===== config.mk =====
export PLATFORM = sky130hd
export DESIGN_NAME = pulse_extract_multi
export DESIGN_NICKNAME = d
export VERILOG_FILES = /design/src/rtl/pulse_extract_pkg.sv /design/src/rtl/pulse_extract_chan.sv /design/src/rtl/pulse_extract_multi.sv
export SDC_FILE = /design/constraint.sdc
export NUM_CORES = 1
export LEC_CHECK = 0
export ABC_AREA = 1
export CORE_MARGIN = 5
export CORE_UTILIZATION = 45
export CTS_BUF_LIST = sky130_fd_sc_hd__clkbuf_4
export DETAILED_ROUTE_END_ITERATION = 10
export PLACE_DENSITY = 0.78
export SLEW_MARGIN = 20
export SYNTH_ARGS = -nofsm -noshare
export SYNTH_HDL_FRONTEND = slang
export SYNTH_SLANG_ARGS = --single-unit

===== constraint.sdc =====
create_clock -name clk -period 2.1 [get_ports clk]
set_input_delay 0.525 -clock clk [delete_from_list [all_inputs] [get_ports clk]]
set_output_delay 0.525 -clock clk [all_outputs]
set_load 0.05 [all_outputs]

===== src/rtl/pulse_extract_pkg.sv =====
// pulse_extract_pkg: edge-mode encoding and edge qualifier shared by the pulse extractor.
package pulse_extract_pkg;
   typedef logic [1:0] edge_mode_t;
   localparam edge_mode_t MODE_OFF  = 2'b00;
   localparam edge_mode_t MODE_RISE = 2'b01;
   localparam edge_mode_t MODE_FALL = 2'b10;
   localparam edge_mode_t MODE_BOTH = 2'b11;
   // bit 0 enables rising edges and bit 1 falling edges, so BOTH is their union
   function automatic logic edge_event(input edge_mode_t m, input logic s, input logic prev);
      return (m[0] & s & ~prev) | (m[1] & ~s & prev);
   endfunction
endpackage


===== src/rtl/pulse_extract_chan.sv =====
// pulse_extract_chan: one channel of edge detection feeding a saturating
// pending-event counter drained through a valid/ready handshake.
module pulse_extract_chan
   import pulse_extract_pkg::*;
#(
   parameter int CNT_W     = 4,
   parameter int INPUT_REG = 0
) (
   input  logic             clk,
   input  logic             reset,
   input  logic             in,
   input  logic             armed,
   input  edge_mode_t       mode,
   input  logic             out_ready,
   input  logic             overflow_clr,
   output logic             out_valid,
   output logic [CNT_W-1:0] pending,
   output logic             overflow
);
   logic             w_s, w_event, w_take, w_full;
   logic             r_prev, r_ovf;
   logic [CNT_W-1:0] r_cnt;
   if (INPUT_REG != 0) begin : g_ireg
      logic r_in;
      always_ff @(posedge clk) r_in <= reset ? 1'b0 : in;
      assign w_s = r_in;
   end else begin : g_noreg
      assign w_s = in;
   end
   assign w_event = armed & edge_event(mode, w_s, r_prev);
   assign w_take  = out_valid & out_ready;
   assign w_full  = &r_cnt;
   // a simultaneous event and take cancel, so saturation only drops unmatched events
   always_ff @(posedge clk) begin
      if (reset) begin
         r_prev <= 1'b0;
         r_cnt  <= '0;
         r_ovf  <= 1'b0;
      end else begin
         r_prev <= w_s;
         if (w_event && !w_take && !w_full) r_cnt <= r_cnt + 1'b1;
         else if (!w_event && w_take) r_cnt <= r_cnt - 1'b1;
         if (w_event && !w_take && w_full) r_ovf <= 1'b1;
         else if (overflow_clr) r_ovf <= 1'b0;
      end
   end
   assign out_valid = |r_cnt;
   assign pending   = r_cnt;
   assign overflow  = r_ovf;
endmodule


===== src/rtl/pulse_extract_multi.sv =====
// pulse_extract_multi: CHANNELS independent edge extractors sharing one arming flag
// that masks the bogus edges seen while the sample path refills after reset.
module pulse_extract_multi
   import pulse_extract_pkg::*;
#(
   parameter int CHANNELS  = 4,
   parameter int CNT_W     = 4,
   parameter int INPUT_REG = 0
) (
   input  logic                      clk,
   input  logic                      reset,
   input  logic [CHANNELS-1:0]       in,
   input  logic [2*CHANNELS-1:0]     mode,
   output logic [CHANNELS-1:0]       out_valid,
   input  logic [CHANNELS-1:0]       out_ready,
   output logic [CHANNELS*CNT_W-1:0] pending,
   output logic [CHANNELS-1:0]       overflow,
   input  logic [CHANNELS-1:0]       overflow_clr
);
   localparam logic [1:0] ARM_N = 2'(1 + INPUT_REG);
   logic [1:0] r_arm_cnt;
   logic       w_armed;
   assign w_armed = (r_arm_cnt == ARM_N);
   always_ff @(posedge clk) begin
      if (reset) r_arm_cnt <= '0;
      else if (!w_armed) r_arm_cnt <= r_arm_cnt + 1'b1;
   end
   for (genvar g = 0; g < CHANNELS; g++) begin : g_chan
      pulse_extract_chan #(.CNT_W(CNT_W), .INPUT_REG(INPUT_REG)) u_chan (
         .clk          (clk),
         .reset        (reset),
         .in           (in[g]),
         .armed        (w_armed),
         .mode         (mode[2*g +: 2]),
         .out_ready    (out_ready[g]),
         .overflow_clr (overflow_clr[g]),
         .out_valid    (out_valid[g]),
         .pending      (pending[CNT_W*g +: CNT_W]),
         .overflow     (overflow[g])
      );
   end
endmodule

; ---- Yosys cells after proc, flatten, opt, wreduce, memory -nomap -nowiden
; Index checks and enable logic that the tools add are counted.
[word_totals]
inputBits = 22
register_bits = 26
output_inout_bits = 24
word_cells = 119
[op_classes]
addsub = 9
muxes = 16
n_bitwise = 36
reduce_logical = 44
n_eq_ne = 1
[op_table]
columns = op, count
row1 = 4-bit two-way mux, 8
row2 = 1-bit bitwise AND, 24
row3 = "4-bit by 1-bit adder with 4-bit output, second input constant", 4
row4 = 1-bit logical AND, 16
row5 = 4-bit AND reduction, 4
row6 = 2-bit nonzero test, 8
row7 = 4-bit OR reduction, 4
row8 = "4-bit by 1-bit subtractor with 4-bit output, second input constant", 4
row9 = 1-bit logical NOT, 12
row10 = 1-bit two-way mux, 8
row11 = 1-bit NOT, 8
row12 = 1-bit OR, 4
row13 = "2-bit by 1-bit adder with 2-bit output, second input constant", 1
row14 = "2-bit by 1-bit == test with 1-bit output, second input constant", 1

; ---- Depth between registers and ports, before layout
[logic_depth]
word_depth = 9
ltp_mapped = 12
mapped_depth_nobuf = 12

; ---- Cells and area by module
; A second synthesis with hierarchy kept.
[hier_totals]
hier_cells = 223
hier_area_um2 = 1712.9
[by_module_without_submodules]
columns = mod, n_inst, cells_per_inst, area_each_um2, seq_area_each_um2
row1 = pulse_extract_chan, 4, 52, 401.6, 120.1
row2 = pulse_extract_multi, 1, 15, 106.4, 40.0

; ---- Worst setup path before layout
; Ideal clock, no wire load.
[synth_path]
kind = reg-to-reg
start = register g_chan[1].u_chan.r_cnt[0]
end = register g_chan[1].u_chan.r_cnt[3]
setup_time_ns = 0.117
path_stages_with_launch = 11
setup_slack_ns = -0.090
required_time_ns = 1.983
n_path_buf = 0
arrival_time_ns = 2.073
period_less_slack_ns = 2.190
path_cell_list = dfxtp_1 > nand4_1 > nand4_4 > ha_1 > a21o_1 > a21oi_2 > inv_1 > nand2_2 > nand3_1 > nand2_1 > nor2_1
[synth_between]
elab_chain_cells = 6
word_cells_on_any_way = 13
cone_classes = add/sub: 2 / mux: 2 / bitwise: 1 / reduce/logical: 8
[synth_rtl]
columns = element, line
row1 = "start, declared", pulse_extract_chan.sv:22  ; logic [CNT_W-1:0] r_cnt;
row2 = "start signal, assigned", pulse_extract_chan.sv:41  ; if (w_event && !w_take && !w_full) r_cnt <= r_cnt + 1'b1;
row3 = "start signal, assigned", pulse_extract_chan.sv:42  ; else if (!w_event && w_take) r_cnt <= r_cnt - 1'b1;
row4 = "parallel branches: the longest is 6 deep, another holds 4-bit by 1-bit subtractor with 4-bit output", n/a
; Parallel ways; which one is timed is not known. The select of a mux whose other input is x is not followed.
; A chain may end at the register's enable or synchronous reset.

; ---- Worst setup path after layout
[layout_path]
start = register g_chan[2].u_chan.r_ovf
end = output overflow[2]
[layout_lines]
columns = element, line
row1 = "start, declared", pulse_extract_chan.sv:21  ; logic r_prev, r_ovf;
row2 = "start signal, assigned", pulse_extract_chan.sv:38  ; r_ovf <= 1'b0;
row3 = "start signal, assigned", pulse_extract_chan.sv:43  ; if (w_event && !w_take && w_full) r_ovf <= 1'b1;
row4 = "start signal, assigned", pulse_extract_chan.sv:44  ; else if (overflow_clr) r_ovf <= 1'b0;
row5 = "end, declared", pulse_extract_multi.sv:17  ; output logic [CHANNELS-1:0] overflow,
; No word-level cell between the ends.

==> flow_summary.rst <==
.. list-table::
   :header-rows: 1

   * - Metric
     - Value
   * - Worst Path Buf+Inv
     - 1
   * - Fraction of the yosys area taken by sequential cells
     - 0.302
   * - Via Count
     - 1547
   * - Number of rows created at floorplan
     - 22
   * - Endpoint of the worst register-to-register path
     - g_chan[1].u_chan.pending[3]$_SDFFE_PP0P_
   * - Count of buffers inserted at the top-level ports
     - 45
   * - Vias in the first global route
     - 1446
   * - Residual DRC
     - 0
   * - Crit Path Class
     - reg -> out
   * - Family of cells with the greatest summed delay on the critical path
     - buffers and inverters
   * - Slew margin rel.
     - 0.666
   * - Worst hold-check path type
     - reg -> reg
   * - Net load switching power
     - 0.00173 W
   * - RSZ-0062 raised after global routing
     - yes
   * - CTS buffer count
     - 3
   * - Synth Register Bits
     - 26
   * - Count of antenna diodes in the layout
     - 0
   * - Comb pwr share
     - 0.670
   * - Cell count of the worst hold path
     - 1
   * - Number of nets in the synthesized netlist
     - 260
   * - Clock-pin slew of the registers on the worst-case setup and hold paths
     - roughly 150 ps
   * - Cell count after synthesis
     - between 200 and 250
   * - Clock root buffer
     - clkbuf_4
   * - Critical-path top delay cell
     - clkdlybuf4s50_1
   * - H-tree depth
     - 1
   * - Max-cap check violation count
     - 0
   * - Launching element type of the critical path
     - flip-flop
   * - Share of layout cells above drive strength 1
     - 0.307
   * - Die ar.
     - 5170 µm²
   * - IO Pins
     - 46
   * - Pre-CTS setup slack
     - -343 ps
   * - Transition time at the pin with the least slew margin
     - 500 ps
   * - Worst reg2reg path startpoint
     - r_arm_cnt[0]$_SDFFE_PP0P_
   * - Antenna violations before repair
     - 0
   * - Period Utilization, post-route
     - 0.959
   * - Worst-skew pair later-pin latency
     - about 320 ps
   * - Starting density of the core
     - 0.468
   * - Synthesized cell area
     - roughly 1700 µm²
   * - Average wire length per cell after detail routing
     - 10.6 µm
   * - Fraction of power consumed by sequential logic
     - 0.263
   * - Number of distinct library cell variants in the gate-level netlist after synthesis
     - 27
   * - Outcome
     - finished, final reports clean
   * - HPWL after DPL
     - around 2.7 mm
   * - Met1 layer wirelength in the final routing
     - roughly 1.6 mm
   * - Switch share
     - 0.532
   * - Final critical delay including setup and external delays
     - between 2000 and 2500 ps
   * - Setup crit end kind
     - output port
   * - Required time of the critical path
     - about 1600 ps
   * - Total grt overflow
     - 0
   * - Arrival time reported for the critical path endpoint
     - 1490 ps
   * - Clock tree sinks
     - 26
   * - Hold path endpoint
     - r_arm_cnt[0]$_SDFFE_PP0P_
   * - Total routing resource utilization after global routing
     - 0.144
   * - Top Metal Used
     - met4
   * - Horizontal extent of the die
     - 71.9 µm
   * - Routed wl met2
     - 1.69 mm
   * - Detailed router's first-iteration violation count
     - 79
   * - Final count of negative-setup-slack endpoints
     - 0
   * - Count of final max-slew check failures
     - 0
   * - Post-route ant nets
     - 0
   * - Number of iterations in the first detailed-routing pass
     - 4
   * - Final setup margin
     - approximately 86 ps
   * - Maximum fanout along the worst path
     - 2
   * - Final RePlAce weighted congestion
     - between 0.8 and 0.9
   * - Bufs on Longest Clock Path
     - 2
   * - Vert. Die Dim
     - just over 70 µm
   * - Crit-path max cell delay
     - roughly 800 ps
   * - Number of endpoints with negative hold slack in the final report
     - 0
   * - Leakage power
     - roughly 1.1 nW
   * - Sequence of cells on the critical path
     - clkdlybuf4s50_1
   * - Layout Area Growth over Synthesis
     - 34.9%
   * - Worst reg2reg setup slack
     - ~210 ps
   * - Beginning of the worst hold path
     - r_arm_cnt[0]$_SDFFE_PP0P_
   * - Via-to-Cell Ratio
     - between 4 and 5
   * - R2R cell count
     - 11
   * - Average cell area after synthesis
     - around 7.7 µm²
   * - Final core area utilization
     - 0.631
   * - TritonCTS clock tree
     - built
   * - Relative contribution of the clock network to total power
     - 0.068
   * - Max frequency
     - around 500 MHz
   * - Maximum vdd ir drop
     - 0.000819 V
   * - Total Neg Setup Slack
     - 0 ps
   * - Largest clock skew in the final design
     - approximately 9.6 ps
   * - Internal power
     - approximately 0.0015 W
   * - Met3 routed WL
     - ~190 µm
   * - YS warnings
     - 0
   * - First-pass GRT wire length
     - 6.18 mm
   * - Placeable core region
     - approximately 3700 µm²
   * - Post-layout nets
     - 319
   * - Largest net degree at the start of global routing
     - 19
   * - Wirelength, routed
     - between 3 and 4 mm
   * - Power density over the cells
     - around 1400 nW/µm²
[registers in the layout, indices dropped and copies added, names as in the netlist]
name	flops
g_chan.u_chan.r_prev	4
g_chan.u_chan.overflow	4
r_arm_cnt	2
g_chan.u_chan.pending	16
[stage by stage]
| stage | hold WS, ps | total power (W) | area (µm²) | std cells |
|---|---|---|---|---|
| 6_report | 486 | 0.00325 | 2330 | 331 |
| 5_1_grt | 527 | 0.00353 | 2330 | 331 |
| 4_1_cts | 487 | 0.00325 | 2270 | 328 |
| 3_5_place_dp | 461 | 0.00303 | 2250 | 324 |
| 3_3_place_gp | 447 | 0.00300 | 2250 | 324 |
| 2_1_floorplan | 429 | 0.00251 | 1730 | 225 |
[timing repair]
| action | CTS | global route |
|---|---|---|
| setup buffers | 0 | 3 |
| endpoints found under the hold margin | 0 | 0 |
| endpoints found under the setup margin | 3 | 5 |
| gates resized for setup | 3 | 8 |
| hold buffers | 0 | 0 |
| pin swaps | 0 | 5 |
| gates cloned | 0 | 0 |
[placed cells by master (no fill, tap or decap), drive strengths merged]
cell type,Yosys,layout
o21ai,14,14
dlymetal6s2s,0,1
clkinv,1,2
dfxtp,26,26
a21oi,10,10
nand2,36,36
xor2,4,4
ha,9,9
nand4,8,8
inv,30,30
fa,4,4
nor2,52,52
buf,11,36
a21o,4,4
nand3,12,12
clkbuf,0,3
nor3,4,4
dlygate4sd2,0,3
clkdlybuf4s50,0,25
[power by group through the flow]
| stage | registers (W) | logic [W] | clock network (W) |
|---|---|---|---|
| 2_1_floorplan | 0.00122 | 0.00129 | 0 |
| 4_1_cts | 0.000854 | 0.00216 | 0.000233 |
| 3_3_place_gp | 0.000862 | 0.00213 | 0 |
| 3_5_place_dp | 0.000865 | 0.00217 | 0 |
| 5_1_grt | 0.000894 | 0.00238 | 0.000256 |
| 6_report | 0.000853 | 0.00217 | 0.000220 |
[cell usage after synthesis]
| cell | count | area [µm²] |
|---|---|---|
| a21oi_1 | 8 | 40.0 |
| nor3_1 | 4 | 20.0 |
| nand4_4 | 3 | 63.8 |
| nand2_4 | 8 | 90.1 |
| inv_2 | 5 | 18.8 |
| a21o_1 | 3 | 22.5 |
| buf_2 | 1 | 5.00 |
| nand4_2 | 2 | 25.0 |
| nand3_1 | 12 | 60.1 |
| buf_4 | 10 | 75.1 |
| inv_1 | 24 | 90.1 |
| xor2_1 | 4 | 35.0 |
| inv_4 | 1 | 6.26 |
| ha_1 | 9 | 113 |
| a21o_2 | 1 | 8.76 |
| a21oi_2 | 1 | 8.76 |
| nand2_2 | 11 | 68.8 |
| nor2_2 | 2 | 12.5 |
| fa_1 | 4 | 80.1 |
| nand2_1 | 17 | 63.8 |
| clkinv_2 | 1 | 5.00 |
| nor2_1 | 50 | 188 |
| o21ai_1 | 2 | 10.0 |
| a21oi_4 | 1 | 16.3 |
| nand4_1 | 3 | 18.8 |
| dfxtp_1 | 26 | 521 |
| o21ai_0 | 12 | 60.1 |
[cell type report]
| cell class | count | area, µm² |
|---|---|---|
| Clock buffer | 3 | 22.5 |
| Tap cell | 48 | 60.1 |
| Timing Repair Buffer | 65 | 559 |
| Multi-Input combinational cell | 157 | 1030 |
| Fill cell | 346 | 1360 |
| Clock inverter | 1 | 3.75 |
| Inverter | 31 | 120 |
| Sequential cell | 26 | 527 |
[metal layers]
metal	global-route usage	vias up
li1	-	825
met1	0.185	678
met2	0.253	40
met3	0.0208	4
met4	0.0376	0
met5	0	-
[worst max path at each step]
stage | endpoint | slack [ps] | cells after the start | startpoint
global route | g_chan[2].u_chan.pending[3]$_SDFFE_PP0P_ | -40 | 13 | in[2]
detailed placement | g_chan[3].u_chan.pending[3]$_SDFFE_PP0P_ | -340 | 13 | in[3]
finish | overflow[2] | 90 | 1 | g_chan[2].u_chan.overflow$_SDFFE_PP0P_
floorplan | g_chan[1].u_chan.pending[3]$_SDFFE_PP0P_ | -50 | 10 | g_chan[1].u_chan.pending[1]$_SDFFE_PP0P_
CTS | pending[13] | 7 | 1 | g_chan[3].u_chan.pending[1]$_SDFFE_PP0P_
global placement | g_chan[0].u_chan.pending[3]$_SDFFE_PP0P_ | -280 | 13 | in[0]
[cells by family (layout without fill, tap and decap cells)]
kind of cell,after synthesis,count (layout),synth area share
DFF,26,26,0.302
and+or+nand+nor,112,112,0.354
adders and majority gates,13,13,0.112
buffers and inverters,42,100,0.116
xor gates and xnor gates,4,4,0.0203
AOI/OAI and AO/OA,28,28,0.0965
(Power assumes the default switching activity.)
==> variant (same settings) <==
`INPUT_REG` is set to 0 in 2 places; all go to 1.
--- a/src/rtl/pulse_extract_chan.sv
+++ b/src/rtl/pulse_extract_chan.sv
@@ -6,3 +6,3 @@
    parameter int CNT_W     = 4,
-   parameter int INPUT_REG = 0
+   parameter int INPUT_REG = 1
 ) (
--- a/src/rtl/pulse_extract_multi.sv
+++ b/src/rtl/pulse_extract_multi.sv
@@ -7,3 +7,3 @@
    parameter int CNT_W     = 4,
-   parameter int INPUT_REG = 0
+   parameter int INPUT_REG = 1
 ) (
Formal check against the unedited RTL: not equivalent (Yosys sat finds a counterexample within 4 cycles, from zero or initial values and one cycle with reset high).
==> variant against the original RTL <==
  * Sequential cell count is 4 higher
  * Synthesized area is 7.0% higher
  * Clock power rose to 2.6 times the old value
  * Power is 13% higher
  * Global-route usage increased by 0.84 points
  * Worst setup slack improved by 0.0056 ns
  * Via count up 5.0%
  * Critical path type is now input pin to flip-flop
  * Largest power group unchanged
  * Maximum frequency increased by 0.28%
  * Clock skew decreased by 0.0013 ns
  * Final area rose by 10%
  * Wire length rose by 12%
  * Critical endpoint is now g_chan[3].u_chan.pending[3]$_SDFFE_PP0P_
==> variant: results (changes against the original RTL) <==
The met1 routing resource usage after global routing is 18.3% (was 18.5%). The reported leakage power came out at 0.00123 uW (was 0.00111 uW). The worst hold path startpoint is g_chan[2].u_chan.g_ireg.r_in$_SDFF_PP0_ (was r_arm_cnt[0]$_SDFFE_PP0P_). The post-synthesis net count is 272 (was 260). The destination of the worst hold path is g_chan[2].u_chan.r_prev$_SDFF_PP0_ (was r_arm_cnt[0]$_SDFFE_PP0P_). The final setup skew came out at 0.00827 ns (was 0.00961 ns). The cell total after placement came out at 338 (was 324). Run status: finished clean (unchanged).

The worst slack at placement is -0.319 ns (was -0.343 ns). The net count reported at finish came out at 331 (was 319). The number of buffers added by the clock tree synthesis step came out at 5 (was 3). The met2 track demand over resource is 25.6% (was 25.3%). The adder-cell share of the synthesized area came out at 10.4% (was 11.2%). The final HPWL from detailed placement is 2.84 mm (was 2.70 mm). The worst-case vdd ir drop is 1.01 mV (was 0.819 mV). The met1 routed wirelength after detailed routing is 1.72 mm (was 1.58 mm). The register-to-register setup slack is 0.23 ns (was 0.21 ns). Commonest cells in the netlist: 55 x sky130_fd_sc_hd__nor2_1, 30 x sky130_fd_sc_hd__dfxtp_1, 27 x sky130_fd_sc_hd__inv_1, 16 x sky130_fd_sc_hd__nand2_1, 14 x sky130_fd_sc_hd__o21ai_0 (was 50 x sky130_fd_sc_hd__nor2_1, 26 x sky130_fd_sc_hd__dfxtp_1, 24 x sky130_fd_sc_hd__inv_1, 17 x sky130_fd_sc_hd__nand2_1). The count of H-tree levels built during CTS came to 2 (was 1).

The iteration-0 DRC count of the detailed router is 58 (was 79). The layout cell share with drive strength beyond 1 came to 29.6% (was 30.7%). The critical path's largest stage delay was 0.46 ns (was 0.80 ns). The worst hold-check slack came to 0.455 ns (was 0.486 ns). The complex-gate fraction of the synthesized area is 8.81% (was 9.64%). The data arrival time of the critical path is 2.24 ns (was 1.49 ns). The worst-case reg-to-reg path depth was 12 (was 11). The xor/xnor share of the synthesized area came out at 1.90% (was 2.03%).
## variant: how the worst max path moves through the flow
| stage | end | cells past startpoint | startpoint |
|---|---|---|---|
| 3_3_place_gp | g_chan[0].u_chan.pending[3]$_SDFFE_PP0P_ | 12 | mode[0] |
| 6_report | g_chan[3].u_chan.pending[3]$_SDFFE_PP0P_ | 12 | mode[6] |
| 2_1_floorplan | g_chan[1].u_chan.pending[3]$_SDFFE_PP0P_ | 10 | g_chan[1].u_chan.pending[2]$_SDFFE_PP0P_ |
| 5_1_grt | g_chan[0].u_chan.pending[3]$_SDFFE_PP0P_ | 12 | mode[1] |
| 3_5_place_dp | g_chan[1].u_chan.pending[3]$_SDFFE_PP0P_ | 12 | mode[3] |
| 4_1_cts | pending[6] | 1 | g_chan[1].u_chan.pending[2]$_SDFFE_PP0P_ |
## variant: power groups by stage
| stage | Combinational, uW | Clock, uW | Sequential, uW |
|---|---|---|---|
| 3_5_place_dp | 2130 | 0 | 937 |
| 2_1_floorplan | 1240 | 0 | 1290 |
| 6_report | 2150 | 573 | 931 |
| 4_1_cts | 2110 | 591 | 924 |
| 5_1_grt | 2350 | 622 | 964 |
| 3_3_place_gp | 2090 | 0 | 930 |
## variant: cell type report
class / instances / area, sq um
inverter: 35 / 136
fill: 360 / 1430
sequential: 30 / 612
timing repair buffer: 63 / 566
clock buffer: 5 / 37.5
tap: 50 / 62.6
multi-input combinational: 161 / 1090
clock inverter: 3 / 63.8
## variant: critical path: cells and delay by family
kind,cells,cell delay [ns]
buffers and inverters,2,0.52
AND/OR/NAND/NOR,7,0.56
adder cells (fa/ha/maj),1,0.29
AO/OA/AOI/OAI,2,0.34
## variant: timing repair
action,CTS,global route
setup buffers,0,1
pin swaps,0,4
hold buffers,0,0
resized for setup,8,14
setup endpoints to repair,8,8
